**src/rtl/read_master_scheduler.sv**
```systemverilog
// Round-robin scheduler sharing one burst read master among NUM_REQ requesters.
// Captures one descriptor at a time, launches the master and returns a per-requester ack.
//
//   state  | meaning
//   IDLE   | arbitrate among eligible requesters, capture winner's descriptor
//   GO     | control_go pulse to the read master
//   BUSY   | wait for control_done (first cycle ignored while master reloads)
//   RESP   | issue req_ack/req_err, update last_grant and done_count

module read_master_scheduler #(
  parameter int NUM_REQ         = 4,
  parameter int ADDRESSWIDTH    = 32,
  parameter int BYTEENABLEWIDTH = 4,
  parameter int GRANTWIDTH      = 2,
  parameter logic [15:0] DONE_COUNT_INIT = 16'h0000
) (
  input  logic                            clk,
  input  logic                            reset_n,
  input  logic [NUM_REQ-1:0]              req_valid,
  input  logic [NUM_REQ*ADDRESSWIDTH-1:0] req_base,
  input  logic [NUM_REQ*ADDRESSWIDTH-1:0] req_length,
  input  logic [NUM_REQ-1:0]              req_fixed,
  output logic [NUM_REQ-1:0]              req_ack,
  output logic                            req_err,
  output logic                            control_go,
  output logic [ADDRESSWIDTH-1:0]         control_read_base,
  output logic [ADDRESSWIDTH-1:0]         control_read_length,
  output logic                            control_fixed_location,
  input  logic                            control_done,
  output logic                            sched_busy,
  output logic [GRANTWIDTH-1:0]           sched_grant,
  output logic [15:0]                     done_count
);

  localparam logic [1:0] S_IDLE = 2'd0;
  localparam logic [1:0] S_GO   = 2'd1;
  localparam logic [1:0] S_BUSY = 2'd2;
  localparam logic [1:0] S_RESP = 2'd3;

  localparam logic [GRANTWIDTH-1:0]   LAST_INIT = GRANTWIDTH'(NUM_REQ - 1);
  localparam logic [ADDRESSWIDTH-1:0] BEW       = ADDRESSWIDTH'(BYTEENABLEWIDTH);

  logic [1:0]              r_state;
  logic [GRANTWIDTH-1:0]   r_last_grant;
  logic [GRANTWIDTH-1:0]   r_grant;
  logic [ADDRESSWIDTH-1:0] r_base;
  logic [ADDRESSWIDTH-1:0] r_len;
  logic                    r_fixed;
  logic                    r_go;
  logic [NUM_REQ-1:0]      r_ack;
  logic                    r_err;
  logic                    r_busy;
  logic [15:0]             r_done_count;
  logic                    r_reject;
  logic                    r_busy_first;
  logic                    r_mask_acked;

  logic [ADDRESSWIDTH-1:0] w_base_arr [NUM_REQ];
  logic [ADDRESSWIDTH-1:0] w_len_arr  [NUM_REQ];
  logic [NUM_REQ-1:0]      w_mask;
  logic [NUM_REQ-1:0]      w_eligible;
  logic [NUM_REQ-1:0]      w_ack_vec;
  logic                    w_any;
  logic [GRANTWIDTH-1:0]   w_winner;
  logic [GRANTWIDTH-1:0]   w_idx_g;
  int                      w_idx;
  logic [ADDRESSWIDTH-1:0] w_base;
  logic [ADDRESSWIDTH-1:0] w_len;
  logic                    w_fixed;
  logic                    w_bad;

  for (genvar g = 0; g < NUM_REQ; g++) begin : g_unpack
    assign w_base_arr[g] = req_base[g*ADDRESSWIDTH +: ADDRESSWIDTH];
    assign w_len_arr[g]  = req_length[g*ADDRESSWIDTH +: ADDRESSWIDTH];
  end

  // The just-acked requester still holds req_valid for one cycle; hide it then.
  always_comb begin
    w_mask = '0;
    if (r_mask_acked) w_mask[r_last_grant] = 1'b1;
    w_eligible = req_valid & ~w_mask;
  end

  // Scan downward so the closest requester after last_grant is written last.
  always_comb begin
    w_any    = 1'b0;
    w_winner = r_last_grant;
    w_idx    = 0;
    w_idx_g  = '0;
    for (int k = NUM_REQ; k >= 1; k--) begin
      w_idx   = (int'(r_last_grant) + k) % NUM_REQ;
      w_idx_g = GRANTWIDTH'(w_idx);
      if (w_eligible[w_idx_g]) begin
        w_any    = 1'b1;
        w_winner = w_idx_g;
      end
    end
  end

  always_comb begin
    w_base  = w_base_arr[w_winner];
    w_len   = w_len_arr[w_winner];
    w_fixed = req_fixed[w_winner];
    w_bad   = (w_len == '0) || ((w_base % BEW) != '0) || ((w_len % BEW) != '0);
  end

  always_comb begin
    w_ack_vec          = '0;
    w_ack_vec[r_grant] = 1'b1;
  end

  always_ff @(posedge clk or negedge reset_n) begin
    if (!reset_n) begin
      r_state      <= S_IDLE;
      r_last_grant <= LAST_INIT;
      r_grant      <= '0;
      r_base       <= '0;
      r_len        <= '0;
      r_fixed      <= 1'b0;
      r_go         <= 1'b0;
      r_ack        <= '0;
      r_err        <= 1'b0;
      r_busy       <= 1'b0;
      r_done_count <= DONE_COUNT_INIT;
      r_reject     <= 1'b0;
      r_busy_first <= 1'b0;
      r_mask_acked <= 1'b0;
    end else begin
      r_go  <= 1'b0;
      r_ack <= '0;
      r_err <= 1'b0;
      case (r_state)
        S_IDLE: begin
          r_mask_acked <= 1'b0;
          if (w_any) begin
            r_grant  <= w_winner;
            r_base   <= w_base;
            r_len    <= w_len;
            r_fixed  <= w_fixed;
            r_reject <= w_bad;
            r_busy   <= 1'b1;
            if (w_bad) begin
              r_state <= S_RESP;
            end else begin
              r_state <= S_GO;
              r_go    <= 1'b1;
            end
          end
        end
        S_GO: begin
          r_state      <= S_BUSY;
          r_busy_first <= 1'b1;
        end
        S_BUSY: begin
          if (r_busy_first) begin
            r_busy_first <= 1'b0;
          end else if (control_done) begin
            r_state <= S_RESP;
          end
        end
        S_RESP: begin
          r_ack        <= w_ack_vec;
          r_err        <= r_reject;
          r_last_grant <= r_grant;
          r_mask_acked <= 1'b1;
          r_busy       <= 1'b0;
          r_state      <= S_IDLE;
          if (!r_reject) r_done_count <= r_done_count + 16'd1;
        end
        default: r_state <= S_IDLE;
      endcase
    end
  end

  assign req_ack                = r_ack;
  assign req_err                = r_err;
  assign control_go             = r_go;
  assign control_read_base      = r_base;
  assign control_read_length    = r_len;
  assign control_fixed_location = r_fixed;
  assign sched_busy             = r_busy;
  assign sched_grant            = r_grant;
  assign done_count             = r_done_count;

endmodule

```
**config.mk**
```make
export PLATFORM = sky130hd
export DESIGN_NAME = read_master_scheduler
export DESIGN_NICKNAME = d
export VERILOG_FILES = /design/src/rtl/read_master_scheduler.sv
export SDC_FILE = /design/constraint.sdc
export NUM_CORES = 1
export LEC_CHECK = 0
export CORE_AREA = 8 8 134 136
export DETAILED_ROUTE_END_ITERATION = 12
export DIE_AREA = 0 0 142 144
export HOLD_SLACK_MARGIN = 0.02
export PLACE_DENSITY_LB_ADDON = 0.15
export REMOVE_ABC_BUFFERS = 1
export SLEW_MARGIN = 10
export SYNTH_ARGS = -nofsm -noshare
export SYNTH_HDL_FRONTEND = slang
export SYNTH_SLANG_ARGS = --single-unit
```
**constraint.sdc**
```tcl
create_clock -name clk -period 9.05 [get_ports clk]
set_input_delay 1.81 -clock clk [delete_from_list [all_inputs] [get_ports clk]]
set_output_delay 1.81 -clock clk [all_outputs]
set_load 0.005 [all_outputs]
```
* Word level (Yosys, flattened, before mapping)
Index checks and enable logic that the tools add are counted.
** Word-level totals
- Flip-flop bits (word level) :: 97
- Latch bits :: 0
- RAM bits :: 0
- Bits in read-only memories :: 0
- Input port bits :: 267
- Output and inout bits :: 90
- Logic and storage cells :: 96
- Memories :: 0
** Operators by class
- Add/subtract/negate cells :: 5
- $mul :: 0
- Div/mod/pow operators :: 0
- Order comparisons :: 10
- Equal/unequal tests :: 6
- Shift-type cells :: 0
- Multiplexer cells :: 43
- Bitwise gates (word level) :: 4
- Reductions and logical operators :: 14
** Operators with widths (number)
- binary-select mux 32 bit (select 2 bit) :: 2
- 2-to-1 mux 32 bit :: 4
- nonzero test 32 bit :: 2
- zero test 32 bit :: 1
- < comparator 2 x 3 -> 1 bit (second input constant) :: 7
- adder 16 x 1 -> 16 bit (second input constant) :: 1
- 2-to-1 mux 1 bit :: 16
- 2-to-1 mux 2 bit :: 8
- binary-select mux 1 bit (select 2 bit) :: 5
- 2-to-1 mux 4 bit :: 2
- case mux 2 bit (4 select lines) :: 1
- != test 2 bit (second input constant) :: 3
- case mux 1 bit (2 select lines) :: 3
- AND reduction 2 bit :: 3
- adder 2 x 1 -> 2 bit (second input constant) :: 2
- adder 2 bit (second input constant) :: 2
- bitwise AND 4 bit :: 1
- demux 1 bit (select 2 bit) :: 2
- equality test 2 bit (second input constant) :: 2
- >= comparator 2 x 1 -> 1 bit (second input constant) :: 2
- NOT 4 bit :: 1
- nonzero test 2 bit :: 2
- >= comparator 3 bit (second input constant) :: 1
- NOT 2 -> 3 bit :: 1
- other kinds (6) :: 8

* Logic depth before layout (Yosys ltp)
Gate-level depths: netlist of the first run.
- Word-level depth :: 23
- Depth in mapped cells :: 13
- Mapped depth without buffers :: 10

* Worst setup path before layout of the first run
Ideal clock, no wire load.
- Path type :: input port to flip-flop
- Start point :: input port req_valid[1]
- End point :: register r_base[10], in the netlist control_read_base[10]
- Setup time :: 0.125 ns
- Data arrival time :: 3.870 ns
- Data required time :: 8.925 ns
- Path slack :: 5.055 ns
- Cell stages on the path :: 9
- Path buffers :: 2
- Path through :: mux2_2 > o211a_1 > o221ai_1 > a21oi_2 > nor2_2 > buf_6 > buf_6 > mux4_2 > mux2_2
** On the way
- Longest elaborated chain between the ends :: 11
- Elaborated cells on any way between the ends :: 22
- Those cells by class :: mux (19); bitwise (2); reduce/logical (1)
** RTL lines
- start, declared :: RTL line 19 : input logic [NUM_REQ-1:0] req_valid,
- bitwise AND 4 bit (*) :: RTL line 81 : w_eligible = req_valid & ~w_mask;
- binary-select mux 1 bit (select 2 bit) :: RTL line 93 : if (w_eligible[w_idx_g]) begin
- 2-to-1 mux 1 bit (implied by the code) :: RTL line 93
- 2-to-1 mux 2 bit (4 in series) :: RTL line 93
- NOT 2 -> 3 bit (implied by the code) :: RTL line 101 : w_base = w_base_arr[w_winner];
- binary-select mux 32 bit (select 2 bit) :: RTL line 101
- 2-to-1 mux 32 bit (implied by the code) (2 in series) :: RTL line 101
- end signal, assigned :: RTL line 137 : r_base <= w_base;
- end, declared :: RTL line 46 : logic [ADDRESSWIDTH-1:0] r_base;
Mark *: on every way between the ends. The rest lies on a longest branch, timed or not. The select of a mux whose other input is x is not followed.
A chain may end at the register's enable or synchronous reset.

* Final worst setup path of the first run
- Start point :: input port req_valid[3]
- End point :: register r_base[11], in the netlist control_read_base[11]
The elaborated chain is that of the path after synthesis.

==> key figures, run 1 <==
Detailed routing
  • Antenna Violating Nets Remaining: 0
  • Per-cell routed wire length: around 25 um
  • Vias/cell: 5.490
  • Drt first pass iters: 4
  • DR iter-0 viols: 229
  • Residual DRC: 0
  • Post-Route WL: 25.41 mm
  • Vias post-DR: 5556

Clock tree
  • Clk root buf: clkbuf_16
  • Max clock buf depth: 2
  • CTS buffer count: 9
  • # Post-CTS Setup Buffers: 0
  • # clock sinks: 97
  • Cts hold-fix bufs: 0
  • CTS tree: yes
  • # H-tree levels: 3
  • Clk pin slew, worst setup/hold paths: 70 ps
  • Resize count post-CTS: 0
  • Clock Latency Late Sink: 350 ps

Timing
  • Setup Viol. Count Final: 0
  • Hold Slack: 473.7 ps
  • Unrepaired setup endpoints after global routing: no
  • Final Cycle Share: 0.5963
  • Minimum clock period: 5397 ps
  • Final Skew: 6.143 ps
  • Final Max Slew Viols: 0
  • Final hold vios: 0
  • Worst Setup Slack, final: between 3000 and 4000 ps
  • Relative slew slack: 0.2782
  • Final TNS setup: 0 ps
  • Worst-Margin Slew: 1083 ps
  • Max Freq: 185.3 MHz

Setup path
  • Startpoint Class: primary input
  • Crit path DAT: 5630 ps
  • Max stage delay on crit path: 840 ps
  • Critical path class: primary input to register
  • Worst Path Required: 9280 ps
  • Crit Path Max Fanout: 46
  • R2R setup slack: ~4300 ps
  • Endpoint class of the critical path: register
  • CP max-delay cell: buf_4
  • CP cell instances: clkdlybuf4s50_1 > mux2i_1 > a211oi_2 > o221a_1 > nor3_4 > nor2_4 > buf_4 > mux4_2 > mux2_2

Power
  • Power density cells: around 320 nW/um^2
  • VDD IR max: 0.0002236 V
  • Lkg Pwr: approximately 0.004 uW
  • Power Total: 3212 uW

Layout
  • Commonest non-fill, non-tap cell in the layout: clkdlybuf4s50_1
  • FILL cells: 1285
  • ANT cells: 0
  • Commonest cells after routing, fill and taps aside: clkdlybuf4s50_1, dfrtp_1, mux2_2, mux4_2, nor4_1
  • Layout cells sized above 1: 0.2020
  • Finished Core Util: 0.6289
  • Final #Nets: roughly 1100
  • Area growth syn-to-layout: 67.86%

Synth
  • Post-Syn Area: 6015 um^2
  • Mapped Cells: 442
  • Synth Area per Inst: 13.61 um^2
  • Post-synth EDFFs: 0
  • Seq/Total Area, Yosys: 0.4040
  • Async S/R FF share, synth: 1.000
  • Netlist cell types: 53
  • Cell taking the most area after synthesis: dfrtp_1
  • Ys Warns: 0
  • Synth Flop Type: dfrtp_1
  • Register bit total from synthesis: 97
  • Area share of the largest cell type after synthesis: 0.3953
  • Synth area leaders: dfrtp_1, mux4_2, mux2_2

GRT
  • Total grt overflow: 0
  • Initial antenna violation count: 1
  • Vias in the first global route: 6156
  • Overall global routing resource usage: 0.2457
  • Largest net degree at the start of global routing: 73
  • Global-route wire length before repair: around 38 mm

Run
  • MaxCap Viol Count: 0

Floorplan
  • Die W: 142 um
  • Initial Util: 0.3746
  • Chip height: 144 um
  • Die area: 20450 um^2
  • Core box area: 16050 um^2
  • Rows: 47
  • Top-Level Pins: 357

Hold path
  • Min-Delay Path Class: register to register

Outcome
  • Status: finished clean

Placement
  • Final HPWL DP: 20.69 mm
  • IO buf count: 356
  • Pre-CTS setup slack: 3170 ps
  • Routability Congestion: 0.9154
cell families (layout without fill, tap and decap cells):
family / count (synthesis) / count (layout) / share of synthesized area
xor+xnor: 15 / 15 / 0.02184
mux: 145 / 145 / 0.3859
fa+ha+maj: 8 / 8 / 0.01664
buf+inv: 34 / 384 / 0.02892
simple gates: 99 / 99 / 0.09403
compound gates: 44 / 44 / 0.04868
flops: 97 / 97 / 0.4040
state kept, by name, indices dropped and copies added, names as in the netlist, 2 cells and up:
register             count
control_read_base       32
control_read_length     32
done_count              16
req_ack                  4
r_last_grant             2
r_state                  2
sched_grant              2
worst max-delay path: cells and delay by family:
kind	cells	cell delay, ps
buf+inv	2	1370
compound gates	2	620
mux	3	1000
simple gates	2	790
worst paths after layout:
| kind | start | cells after the start | to |
|---|---|---|---|
| max reg2reg | r_last_grant[0] | 10 | control_read_base[11] |
| max in group asynchronous | reset_n | 2 | done_count[14] |
| min reg2reg | done_count[15] | 1 | done_count[15] |
| min in group asynchronous | reset_n | 1 | control_fixed_location |
| max | req_valid[3] | 9 | control_read_base[11] |
| min | done_count[15] | 1 | done_count[15] |
per-layer routing:
metal | GRT usage | wire length, um | share of wire
met5 | 0 | 13 | 0.00051
met4 | 0.1108 | 919 | 0.036
met3 | 0.08551 | 2359 | 0.093
met2 | 0.4166 | 12970 | 0.51
met1 | 0.2747 | 9144 | 0.36
cell usage after synthesis (all sizes together) (8+ instances only):
cell    number
clkbuf      11
mux4        62
a21oi        8
dfrtp       95
mux2i       11
nor2        14
nor4        27
xnor2       10
ha           8
nand3       14
inv         10
o21ai       15
mux2        72
nand2       14
buf         13
cell type report:
type	instances	area (um^2)	share of cell area
repair buffers	358	3576	0.3542
multi-input cells	311	3431	0.3398
flip-flops and latches	97	2430	0.2407
well taps	220	275.3	0.02726
clock buffers	11	242.7	0.02404
clock inverters	5	103.9	0.01029
inverters	10	37.54	0.003718
report_power, final:
group	switching, uW	internal [uW]
Sequential	121	629
Combinational	807	1200
Clock	174	278
through the flow:
step / std cells / instance area, um^2
2_1_floorplan: 418 / 5878
3_3_place_gp: 996 / 9749
3_5_place_dp: 996 / 9749
4_1_cts: 1012 / 10100
5_1_grt: 1012 / 10100
6_report: 1012 / 10100
Note: power is estimated with default switching activity, not from simulation.
==> run 2, diff against run 1 <==
--- a/config.mk
+++ b/config.mk
@@ -5,9 +5,9 @@
 export SDC_FILE = /design/constraint.sdc
 export NUM_CORES = 1
 export LEC_CHECK = 0
-export CORE_AREA = 8 8 134 136
+export CORE_MARGIN = 8
+export CORE_UTILIZATION = 38
 export DETAILED_ROUTE_END_ITERATION = 12
-export DIE_AREA = 0 0 142 144
 export HOLD_SLACK_MARGIN = 0.02
 export PLACE_DENSITY_LB_ADDON = 0.15
 export REMOVE_ABC_BUFFERS = 1
==> constraint.sdc (replaced) <==
create_clock -name clk -period 5.3 [get_ports clk]
set_input_delay 1.06 -clock clk [delete_from_list [all_inputs] [get_ports clk]]
set_output_delay 1.06 -clock clk [all_outputs]
set_load 0.005 [all_outputs]
==> key figures, run 2 (synthesis gave the netlist of run 1 again) <==
Outcome
  • Status: finished clean

Floorplan
  • Initial Util: 0.3842
  • Rows: 46
  • Die area: just over 20000 um^2
  • Die W: 141.8 um
  • Top-Level Pins: 357
  • Core box area: 15660 um^2
  • Chip height: 141.8 um

Detailed routing
  • Per-cell routed wire length: 25.05 um
  • Antenna Violating Nets Remaining: 0
  • Post-Route WL: around 25 mm
  • Vias post-DR: 5562
  • Residual DRC: 0
  • DR iter-0 viols: 295
  • Drt first pass iters: 4
  • Vias/cell: 5.496

Setup path
  • Reg2reg start: r_last_grant[0]
  • Worst setup path endpoint: control_read_base[7]
  • FF-to-FF End: control_read_base[7]
  • R2R setup slack: 1360 ps
  • Crit Path Max Fanout: 43
  • CP startpoint: r_last_grant[0]
  • Critical path class: register to register
  • Worst Path Required: 5530 ps
  • Worst r2r path cells: 10
  • Endpoint class of the critical path: register
  • Crit path DAT: 4170 ps
  • Startpoint Class: register

Clock tree
  • CTS buffer count: 9
  • # H-tree levels: 3
  • Clock Latency Late Sink: between 300 and 400 ps
  • Cts hold-fix bufs: 0
  • Max clock buf depth: 2
  • CTS tree: yes
  • # Post-CTS Setup Buffers: 0
  • Resize count post-CTS: 0
  • Clk pin slew, worst setup/hold paths: 70 ps
  • Clk root buf: clkbuf_16
  • # clock sinks: 97

GRT
  • Largest net degree at the start of global routing: 73
  • Met3 Track Usage GR: 0.07762
  • Overall global routing resource usage: 0.2504
  • Met2 Usage GRT: 0.4272
  • Initial antenna violation count: 2
  • Global-route wire length before repair: approximately 38 mm
  • Vias in the first global route: 6171
  • Most crowded layer after global routing: met2
  • Total grt overflow: 0
  • GR met1 Demand/Resource: 0.2758

Power
  • Lkg Pwr: 0.003912 uW
  • Power Total: 5411 uW
  • VDD IR max: 0.0003133 V
  • Power density cells: between 500 and 600 nW/um^2

Timing
  • Unrepaired setup endpoints after global routing: no
  • Minimum clock period: around 4000 ps
  • Final Max Slew Viols: 0
  • Setup Viol. Count Final: 0
  • Final TNS setup: 0 ps
  • Max Freq: 254.0 MHz
  • Final Skew: 7.678 ps
  • Final hold vios: 0
  • Worst-Margin Slew: around 1000 ps
  • Final Cycle Share: 0.7429
  • Relative slew slack: 0.3168

Placement
  • IO buf count: 356
  • Dpl cell area: 9779 um^2
  • Routability Congestion: 0.9726
  • Final HPWL DP: 20.89 mm

Layout
  • Final #Nets: between 1000 and 1500
  • Post-route cell area: 10080 um^2
  • Layout cells sized above 1: 0.2063
  • Finished Core Util: 0.6442
  • Commonest non-fill, non-tap cell in the layout: clkdlybuf4s50_1
  • Area growth syn-to-layout: 67.67%
  • Commonest cells after routing, fill and taps aside: clkdlybuf4s50_1, dfrtp_1, mux2_2, mux4_2, nor4_1

Hold path
  • Min-Delay Path Class: register to register

Run
  • MaxCap Viol Count: 0
[run 2: changes by cell type in the layout (fill, tap and decap cells not counted), sizes merged]
cell | previous run | this run
clkinvlp | 0 | 4
clkbuf | 11 | 9
clkinv | 2 | 0
buf | 3 | 6
diode | 0 | 1
inv | 10 | 12
bufinv | 3 | 1
[run 2: stage by stage]
stage          hold WS [ps]  worst slack [ps]  cells
2_1_floorplan         468.2            -841.3    418
3_3_place_gp          465.7              1205    995
3_5_place_dp          472.1              1115    995
4_1_cts               481.4              1354   1011
5_1_grt               494.7              1116   1012
6_report              481.8              1363   1012
[run 2: routing by layer]
metal / vias up / part of all wire / wire length [um]
li1: 2467 / - / -
met1: 2760 / 0.36 / 9013
met2: 267 / 0.51 / 12970
met3: 66 / 0.087 / 2195
met4: 2 / 0.046 / 1159
met5: - / 0.00036 / 9
[run 2: critical path, stage by stage, from the launching register on]
cell	delay [ps]
dfstp_2	750
inv_1	200
ha_1	260
mux2_2	290
a211oi_2	330
o221a_1	310
nor3_4	70
nor2_4	370
buf_12	360
mux4_2	560
mux2_2	270
[run 2: how the worst min path moves through the flow]
| stage | from | endpoint | cells after the start |
|---|---|---|---|
| global placement | control_read_length[0] | control_read_length[0] | 2 |
| global route | done_count[15] | done_count[15] | 1 |
| CTS | done_count[15] | done_count[15] | 1 |
| finish | done_count[15] | done_count[15] | 1 |
| floorplan | done_count[15] | done_count[15] | 1 |
| detailed placement | done_count[15] | done_count[15] | 1 |
[run 2: where the power goes]
part	internal (uW)	total (uW)	switching, uW	leakage (uW)
clock	370	681	312	0.000135
sequential	1070	1270	200	0.00117
combinational	2080	3460	1380	0.00260
total	3520	5410	1890	0.00391
[run 2: layout make-up]
cell class / count / area, um^2
diodes: 1 / 2.502
flip-flops and latches: 97 / 2430
well taps: 216 / 270.3
multi-input cells: 311 / 3431
fillers: 1281 / 5570
repair buffers: 361 / 3611
clock buffers: 9 / 225.2
inverters: 10 / 37.54
clock inverters: 7 / 77.57
==> run 3, diff against run 2 <==
==> constraint.sdc (replaced) <==
create_clock -name clk -period 4 [get_ports clk]
set_input_delay 0.8 -clock clk [delete_from_list [all_inputs] [get_ports clk]]
set_output_delay 0.8 -clock clk [all_outputs]
set_load 0.005 [all_outputs]
==> key figures, run 3 (synthesis gave the netlist of run 1 again) <==
Power
  • Lkg Pwr: 0.003946 uW
  • Sw power: 2559 uW
  • Sequential power share: 0.232
  • VDD IR max: 0.0004223 V
  • Switching Fraction: 0.3514
  • Combinational power share: 0.654
  • Clock network power share: 0.114
  • Power density cells: 716.5 nW/um^2
  • Pint: 4724 uW

Timing
  • Unrepaired setup endpoints after global routing: no
  • Minimum clock period: 3701 ps
  • Final TNS setup: 0 ps
  • Final Max Slew Viols: 0
  • Final Skew: 11.96 ps
  • Setup Viol. Count Final: 0
  • Max Freq: roughly 270 MHz
  • Final hold vios: 0
  • Final Cycle Share: 0.9253
  • Relative slew slack: 0.5838
  • Worst-Margin Slew: 624.2 ps

Detailed routing
  • DR iter-0 viols: 296
  • Vias/cell: around 5.5
  • Per-cell routed wire length: ~25 um
  • Drt first pass iters: 5
  • Residual DRC: 0
  • Post-Route WL: 25.57 mm
  • Vias post-DR: 5617
  • Antenna Violating Nets Remaining: 0

Placement
  • Dpl cell area: 9879 um^2
  • Routability Congestion: 0.9530
  • Final HPWL DP: 21.48 mm
  • IO buf count: 356

Setup path
  • Crit Path Max Fanout: 26
  • CP max-delay cell: dfstp_2
  • Crit path DAT: 3940 ps
  • Critical path depth in cells: 10
  • Startpoint Class: register
  • Crit-path most repeated cell: mux2_2
  • Top Family by Delay on Critical Path: multiplexers
  • Worst Path Required: between 4000 and 5000 ps
  • Worst r2r path cells: 10
  • Endpoint class of the critical path: register
  • CP cell instances: inv_1 > ha_1 > mux2_2 > a211oi_2 > o221a_1 > nor3_4 > nor2_4 > buf_12 > mux4_2 > mux2_2
  • Max stage delay on crit path: 740 ps
  • WP buf/inv: 2
  • Critical path class: register to register

Floorplan
  • Top-Level Pins: 357
  • Chip height: 141.8 um
  • Core box area: 15660 um^2
  • Die area: 20110 um^2
  • Die W: 141.8 um
  • Initial Util: 0.3842
  • Rows: 46

GRT
  • Vias in the first global route: between 6000 and 7000
  • Initial antenna violation count: 2
  • Total grt overflow: 0
  • Overall global routing resource usage: 0.2502
  • Global-route wire length before repair: 37.56 mm
  • Largest net degree at the start of global routing: 56

Clock tree
  • Clock Latency Late Sink: 350 ps
  • # H-tree levels: 3
  • Cts hold-fix bufs: 0
  • Max clock buf depth: 2
  • Clk pin slew, worst setup/hold paths: 70 ps
  • CTS tree: yes
  • Clk root buf: clkbuf_16
  • Resize count post-CTS: 0
  • CTS buffer count: 9
  • # clock sinks: just under 100
  • # Post-CTS Setup Buffers: 0

Layout
  • Commonest non-fill, non-tap cell in the layout: clkdlybuf4s50_1
  • Post-route cell area: ~10000 um^2
  • Final #Nets: 1070
  • Layout cells sized above 1: 0.2113
  • Area growth syn-to-layout: 69.00%
  • Commonest cells after routing, fill and taps aside: clkdlybuf4s50_1, dfrtp_1, mux2_2, mux4_2, nor4_1

Run
  • MaxCap Viol Count: 0

Hold path
  • Min-Delay Path Class: primary input to async pin

Outcome
  • Status: finished clean
## run 3: cell count changes in the layout (fill, tap and decap cells not counted)
cell	previous run	this run
inv_6	2	1
clkinv_4	0	1
diode_2	1	2
bufinv_16	1	0
buf_12	1	6
clkinvlp_4	4	5
## run 3: layer usage
metal,global-route usage,part of all wire,up-vias
met3,0.06922,0.076,42
met4,0.1029,0.031,0
met2,0.4325,0.52,279
li1,-,-,2474
met5,0,0,-
met1,0.2870,0.37,2822
## run 3: path summary, 6_finish.rpt
kind / from / to / slack [ps]
worst max-delay path: r_last_grant[0] / control_read_base[5] / 300
worst min-delay path: reset_n / req_ack[3] / 460
worst max register to register: r_last_grant[0] / control_read_base[5] / 300
worst min register to register: control_read_base[1] / control_read_base[1] / 480
max in group asynchronous: reset_n / control_read_length[3] / 2680
min in group clk: control_read_base[1] / control_read_base[1] / 480
## run 3: power by group through the flow
| stage | Sequential, uW | Combinational, uW | Clock (uW) |
|---|---|---|---|
| 2_1_floorplan | 1690 | 2820 | 0 |
| 3_3_place_gp | 1690 | 4710 | 0 |
| 3_5_place_dp | 1710 | 4830 | 0 |
| 4_1_cts | 1690 | 4840 | 849 |
| 5_1_grt | 1740 | 5100 | 896 |
| 6_report | 1690 | 4760 | 831 |
## run 3: through the flow
stage	utilization	instances	total power [uW]	setup slack, ps	hold WS, ps
after floorplan	-	418	4513	-2141	468.2
after global placement	0.6311	1000	6392	464.7	463.7
after detailed placement	0.6311	1000	6540	353.6	471.2
after CTS	0.6490	1016	7386	323.6	484.0
after global routing	0.6493	1018	7742	164.7	503.8
final	0.6493	1018	7283	298.9	456.8
## run 3: final cells by class
type                       instances  area [um^2]
antenna                            2        5.005
clock buffer                       9        225.2
clock inverter                     7        55.05
fill                            1212         5490
inverter                          10        37.54
multi-input combinational        311         3431
sequential                        97         2430
tap                              216        270.3
timing repair buffer             366         3711
